--- src/rtl/aclk_keypad_scan_if.sv ---
// aclk_keypad_scan_if: keypad matrix pins and debounced key outputs of the scanner
interface aclk_keypad_scan_if;
  logic [2:0] col_sense;
  logic [3:0] row_drive;
  logic [3:0] key;
  logic       time_button;
  logic       alarm_button;
  logic       key_strobe;
  modport master(input col_sense, output row_drive, key, time_button, alarm_button, key_strobe);
  modport slave(output col_sense, input row_drive, key, time_button, alarm_button, key_strobe);
endinterface

--- src/rtl/aclk_keypad_scan.sv ---
// aclk_keypad_scan: 4x3 keypad row scanner with whole-scan debounce and digit strobe
module aclk_keypad_scan #(
  parameter logic [7:0] SCAN_DIV       = 8'd200,
  parameter logic [3:0] DEBOUNCE_SCANS = 4'd4
) (
  input  logic                i_clock,
  input  logic                i_reset,
  aclk_keypad_scan_if.master  kp
);
  typedef enum logic [1:0] {ROW0, ROW1, ROW2, ROW3} state_t;
  localparam logic [3:0] NONE = 4'd10;
  localparam logic [3:0] STAR = 4'd11;
  localparam logic [3:0] HASH = 4'd12;
  state_t      r_state, w_next;
  logic [2:0]  r_sync1, r_sync2;
  logic [7:0]  r_div;
  logic        w_tick, w_done;
  logic [11:0] r_img, w_img;
  logic [3:0]  w_n, w_idx, w_raw, w_cnt, w_acc, w_row;
  logic [3:0]  r_prev, r_cnt, r_acc, r_row, r_key;
  logic        r_tb, r_ab, r_strobe;
  always_comb begin
    w_tick = r_div == SCAN_DIV - 8'd1;
    w_next = w_tick ? state_t'(r_state + 2'd1) : r_state;
    w_row  = w_next == ROW0 ? 4'b1110 : w_next == ROW1 ? 4'b1101 : w_next == ROW2 ? 4'b1011 : 4'b0111;
    w_done = w_tick && r_state == ROW3;
    // Image bit is the column level (1 = up); row3 is taken live on the completing tick
    w_img  = {r_sync2, r_img[8:0]};
    w_n    = 4'd0;
    w_idx  = 4'd0;
    for (int i = 0; i < 12; i++)
      if (!w_img[i]) begin
        w_n   = w_n + 4'd1;
        w_idx = i[3:0];
      end
    w_raw = w_n != 4'd1 ? NONE : w_idx < 4'd9 ? w_idx + 4'd1 : w_idx == 4'd9 ? STAR : w_idx == 4'd10 ? 4'd0 : HASH;
    w_cnt = w_raw != r_prev ? 4'd1 : r_cnt >= DEBOUNCE_SCANS ? DEBOUNCE_SCANS : r_cnt + 4'd1;
    w_acc = (w_done && w_cnt == DEBOUNCE_SCANS) ? w_raw : r_acc;
  end
  always_ff @(posedge i_clock)
    if (i_reset) r_state <= ROW0;
    else r_state <= w_next;
  always_ff @(posedge i_clock)
    if (i_reset) begin
      r_sync1  <= 3'b111;
      r_sync2  <= 3'b111;
      r_div    <= 8'd0;
      r_row    <= 4'b1110;
      r_img    <= 12'hfff;
      r_prev   <= NONE;
      r_cnt    <= 4'd0;
      r_acc    <= NONE;
      r_key    <= NONE;
      r_tb     <= 1'b0;
      r_ab     <= 1'b0;
      r_strobe <= 1'b0;
    end else begin
      r_sync1  <= kp.col_sense;
      r_sync2  <= r_sync1;
      r_div    <= w_tick ? 8'd0 : r_div + 8'd1;
      r_row    <= w_row;
      if (w_tick) r_img[{2'b00, r_state} * 4'd3 +: 3] <= r_sync2;
      if (w_done) begin
        r_prev <= w_raw;
        r_cnt  <= w_cnt;
      end
      r_acc    <= w_acc;
      r_key    <= w_acc <= 4'd9 ? w_acc : NONE;
      r_tb     <= w_acc == STAR;
      r_ab     <= w_acc == HASH;
      r_strobe <= w_acc != r_acc && w_acc <= 4'd9;
    end
  assign kp.row_drive    = r_row;
  assign kp.key          = r_key;
  assign kp.time_button  = r_tb;
  assign kp.alarm_button = r_ab;
  assign kp.key_strobe   = r_strobe;
endmodule
--- src/flat_wrapper.sv ---
// flat-port wrapper written by rule: the top's interface ports become plain ports
module aclk_keypad_scan_flat 
#(
  parameter logic [7:0] SCAN_DIV       = 8'd200,
  parameter logic [3:0] DEBOUNCE_SCANS = 4'd4
)
  (i_clock, i_reset, kp_col_sense, kp_row_drive, kp_key, kp_time_button, kp_alarm_button, kp_key_strobe);
  aclk_keypad_scan_if kp_i ();
  input  logic i_clock;
  input  logic i_reset;
  input wire logic [$bits(kp_i.col_sense)-1:0] kp_col_sense;
  output wire logic [$bits(kp_i.row_drive)-1:0] kp_row_drive;
  output wire logic [$bits(kp_i.key)-1:0] kp_key;
  output wire logic [$bits(kp_i.time_button)-1:0] kp_time_button;
  output wire logic [$bits(kp_i.alarm_button)-1:0] kp_alarm_button;
  output wire logic [$bits(kp_i.key_strobe)-1:0] kp_key_strobe;
  assign kp_i.col_sense = kp_col_sense;
  assign kp_row_drive = kp_i.row_drive;
  assign kp_key = kp_i.key;
  assign kp_time_button = kp_i.time_button;
  assign kp_alarm_button = kp_i.alarm_button;
  assign kp_key_strobe = kp_i.key_strobe;
  aclk_keypad_scan #(.SCAN_DIV(SCAN_DIV), .DEBOUNCE_SCANS(DEBOUNCE_SCANS)) u_core (.i_clock(i_clock), .i_reset(i_reset), .kp(kp_i));
endmodule
--- config.mk ---
export PLATFORM = sky130hd
export DESIGN_NAME = aclk_keypad_scan_flat
export DESIGN_NICKNAME = d
export VERILOG_FILES = /design/src/rtl/aclk_keypad_scan_if.sv /design/src/rtl/aclk_keypad_scan.sv /design/src/flat_wrapper.sv
export SDC_FILE = /design/constraint.sdc
export NUM_CORES = 1
export LEC_CHECK = 0
export CORE_MARGIN = 2
export CORE_UTILIZATION = 61
export DETAILED_ROUTE_END_ITERATION = 10
export GPL_ROUTABILITY_DRIVEN = 0
export PLACE_DENSITY = 0.82
export SYNTH_ARGS = -nofsm -noshare
export SYNTH_HDL_FRONTEND = slang
export SYNTH_SLANG_ARGS = --single-unit
--- constraint.sdc ---
create_clock -name i_clock -period 8.7 [get_ports i_clock]
set_clock_uncertainty 0.1 [all_clocks]
set_input_delay 1.74 -clock i_clock [delete_from_list [all_inputs] [get_ports i_clock]]
set_output_delay 1.74 -clock i_clock [all_outputs]
set_load 0.02 [all_outputs]
==> results.md <==
- Mean post-synth cell area: 8.314 sq um
- Least-Margin Pin Slew: 760.2 ps
- Hold Path Class: flop to flop
- Setup TNS: 0 ps
- CTS Root Buffer Type: clkbuf_8
- Fin crit share: 0.9207
- Dpl hpwl: 5.532 mm
- CTS tree: built
- Dpl ws: 793.5 ps
- Non-filler cells, final: 508
- CP arrival: 8120 ps
- Final Setup Violations: 0
- FMAX: 124.8 MHz
- Post-DP Area: 3755 sq um
- Synth Cell Area: 3583 sq um
- Clock transition at path regs: 100 ps
- Initial core utilization: 0.6429
- DR WL/cell: 14.74 microns
- Critical Path Start Type: flop
- Largest net degree at the start of global routing: 46
- WL final: 7.486 mm
- Pwr dens: 107.6 nW/um^2
- Dpl cells: 500
- Global-route wire length before repair: 13.04 mm
- GRT Util Overall: 0.2505
- Clk_lat worst skew: 310 ps
- Layout cells sized above 1: 0.08486
- Crit path capture type: flop
- Min cycle time layout: 8010 ps
- Async SR Flop Fraction: 0
- Setup CP Type: flop to flop
- Crit path buf inv count: 3
- CP most frequent cell: ha_1
- Total CTS buffers: 5
- Die Area: 6504 sq um
- Via Count: 3153
- Sequential fraction of the synthesis area: 0.2682
- Hold_buf cts: 0
- Leakage: 1.614 nW
- Final hold vios: 0
- Syn Nets: 458
- H-tree depth: 2
- Main flop type after synthesis: dfxtp_1
- Clock Sinks: 48
- Synth unique cells: 66
- DRC viols: 0
- Post-synth EDFFs: 0
- Final instance area: 3851 sq um
- Worst EP required: 8810 ps
- Post_cts resized: 0
- Core Region: 5574 sq um
- Worst path top cell family by delay: adder cells
- Grt total ovfl: 0
- Relative slew slack: 0.4932
- Cells after Synth: 431
- Post-route ant nets: 0
- Max Buffers Root-to-Sink: 2
- Status: finished clean
- Final #Nets: 462
- Peak supply drop: 0.1542 mV
- Vias in the first global route: 2967
- Std-Cell Rows: 27
- DRT Pass-1 Iters: 5
- Hold_ws: 317.7 ps
- CP max stage cell: o311ai_1
- Slew Viols, Final: 0
- Via density per instance: 6.207
- Max_cap viols: 0
- #FFs+latches synth: 48
- Crit Path Max Fanout: 8
- N_diodes: 0
- RSZ-0062 raised after global routing: false
- Buffers on Ports: 15
- # Post-CTS Setup Buffers: 0
- Fillers: 475
- Die H: 80.65 microns
- Initial antenna violation count: 0
- Layout Area Growth over Synthesis: 7.472%
- Drt initial violations: 193
- Die width: 80.65 microns
- Yosys warns: 0
- I/O pins: 16
- Final WS setup: 690.0 ps
- Worst stage delay on the critical path: 560 ps
-- placed cells by master (no fill, tap or decap), drive strengths merged, types with 4 or more instances in the layout --
master,n
xnor2,24
nor3,16
a31oi,4
nor4,5
a21oi,17
nand3,20
ha,22
mux2i,9
clkdlybuf4s50,15
nor2b,11
xor2,8
nor3b,6
dfxtp,48
nor2,38
nand2b,10
xnor3,5
inv,20
a21o,7
or2,9
a211o,11
o221ai,5
o211ai,4
o21ai,17
nand2,42
and3,6
clkbuf,6
-- per-layer routing --
metal	wire, microns	GRT usage	vias up
met3	396	0.04831	16
li1	-	-	1557
met5	0	0	-
met4	94	0.09661	0
met2	3530	0.4117	108
met1	3464	0.3232	1472
-- registers in the layout, summed over array words and instances (netlist names) --
| name | flops |
|---|---|
| u_core.r_acc | 4 |
| u_core.kp.key_strobe | 1 |
| u_core.kp.time_button | 1 |
| u_core.kp.alarm_button | 1 |
| u_core.kp.key | 4 |
| u_core.r_img | 9 |
| u_core.r_cnt | 4 |
| u_core.r_sync1 | 3 |
| u_core.r_state | 2 |
| u_core.r_sync2 | 3 |
| u_core.r_div | 8 |
| u_core.r_prev | 4 |
| u_core.kp.row_drive | 4 |
-- worst paths after layout --
| kind | start | end | slack, ps | depth (start not counted) |
|---|---|---|---|---|
| max | u_core.r_img[1] | u_core.r_acc[0] | 690 | 33 |
| min | u_core.r_sync1[1] | u_core.r_sync2[1] | 320 | 1 |
| max reg2reg | u_core.r_img[1] | u_core.r_acc[0] | 690 | 33 |
| min reg2reg | u_core.r_sync1[1] | u_core.r_sync2[1] | 320 | 1 |
-- cell families after synthesis --
kind of cell / after synthesis / share of synthesized area
simple gates: 179 / 0.2552
compound gates: 93 / 0.1938
flops: 48 / 0.2682
buf+inv: 39 / 0.04329
xor+xnor: 38 / 0.1271
fa+ha+maj: 22 / 0.07681
mux: 12 / 0.03561
-- metrics by stage --
step	total power (W)	utilization
3_5_place_dp	0.0002731	0.6736
4_1_cts	0.0004169	0.6909
5_1_grt	0.0004324	0.6909
3_3_place_gp	0.0002716	0.6736
2_1_floorplan	0.0002633	-
6_report	0.0004143	0.6909
-- synthesized netlist by cell type (6+ instances only) --
library cell	number	area, sq um
xor2_1	8	70.07
ha_1	22	275.3
nor3b_1	6	45.04
nand2_1	42	157.7
mux2i_1	9	90.09
and3_1	6	37.54
nor2_1	38	142.6
o21ai_0	16	80.08
or2_2	9	56.30
nor3_1	14	70.07
nand3_1	20	100.1
dfxtp_1	48	960.9
a21oi_1	17	85.08
xnor2_1	21	183.9
clkbuf_1	16	60.06
a211o_1	11	96.34
a21o_1	7	52.55
inv_1	18	67.56
nor2b_1	11	68.82
nand2b_1	10	62.56
-- report_power, final --
group / switching, W / total (W) / internal, W
clock network: 0.0000804 / 0.000146 / 0.0000651
logic: 0.0000269 / 0.0000433 / 0.0000164
registers: 0.00000348 / 0.000225 / 0.000222
total: 0.000111 / 0.000414 / 0.000304
-- cell type report --
type	count	area, sq um	area share
Inverter	19	71.32	0.01852
Multi-Input combinational cell	344	2467	0.6407
Tap cell	72	90.09	0.02339
Timing Repair Buffer	17	165.2	0.04288
Clock buffer	6	82.58	0.02144
Clock inverter	2	13.76	0.003574
Sequential cell	48	960.9	0.2495
Note: power is estimated with default switching activity, not from simulation.
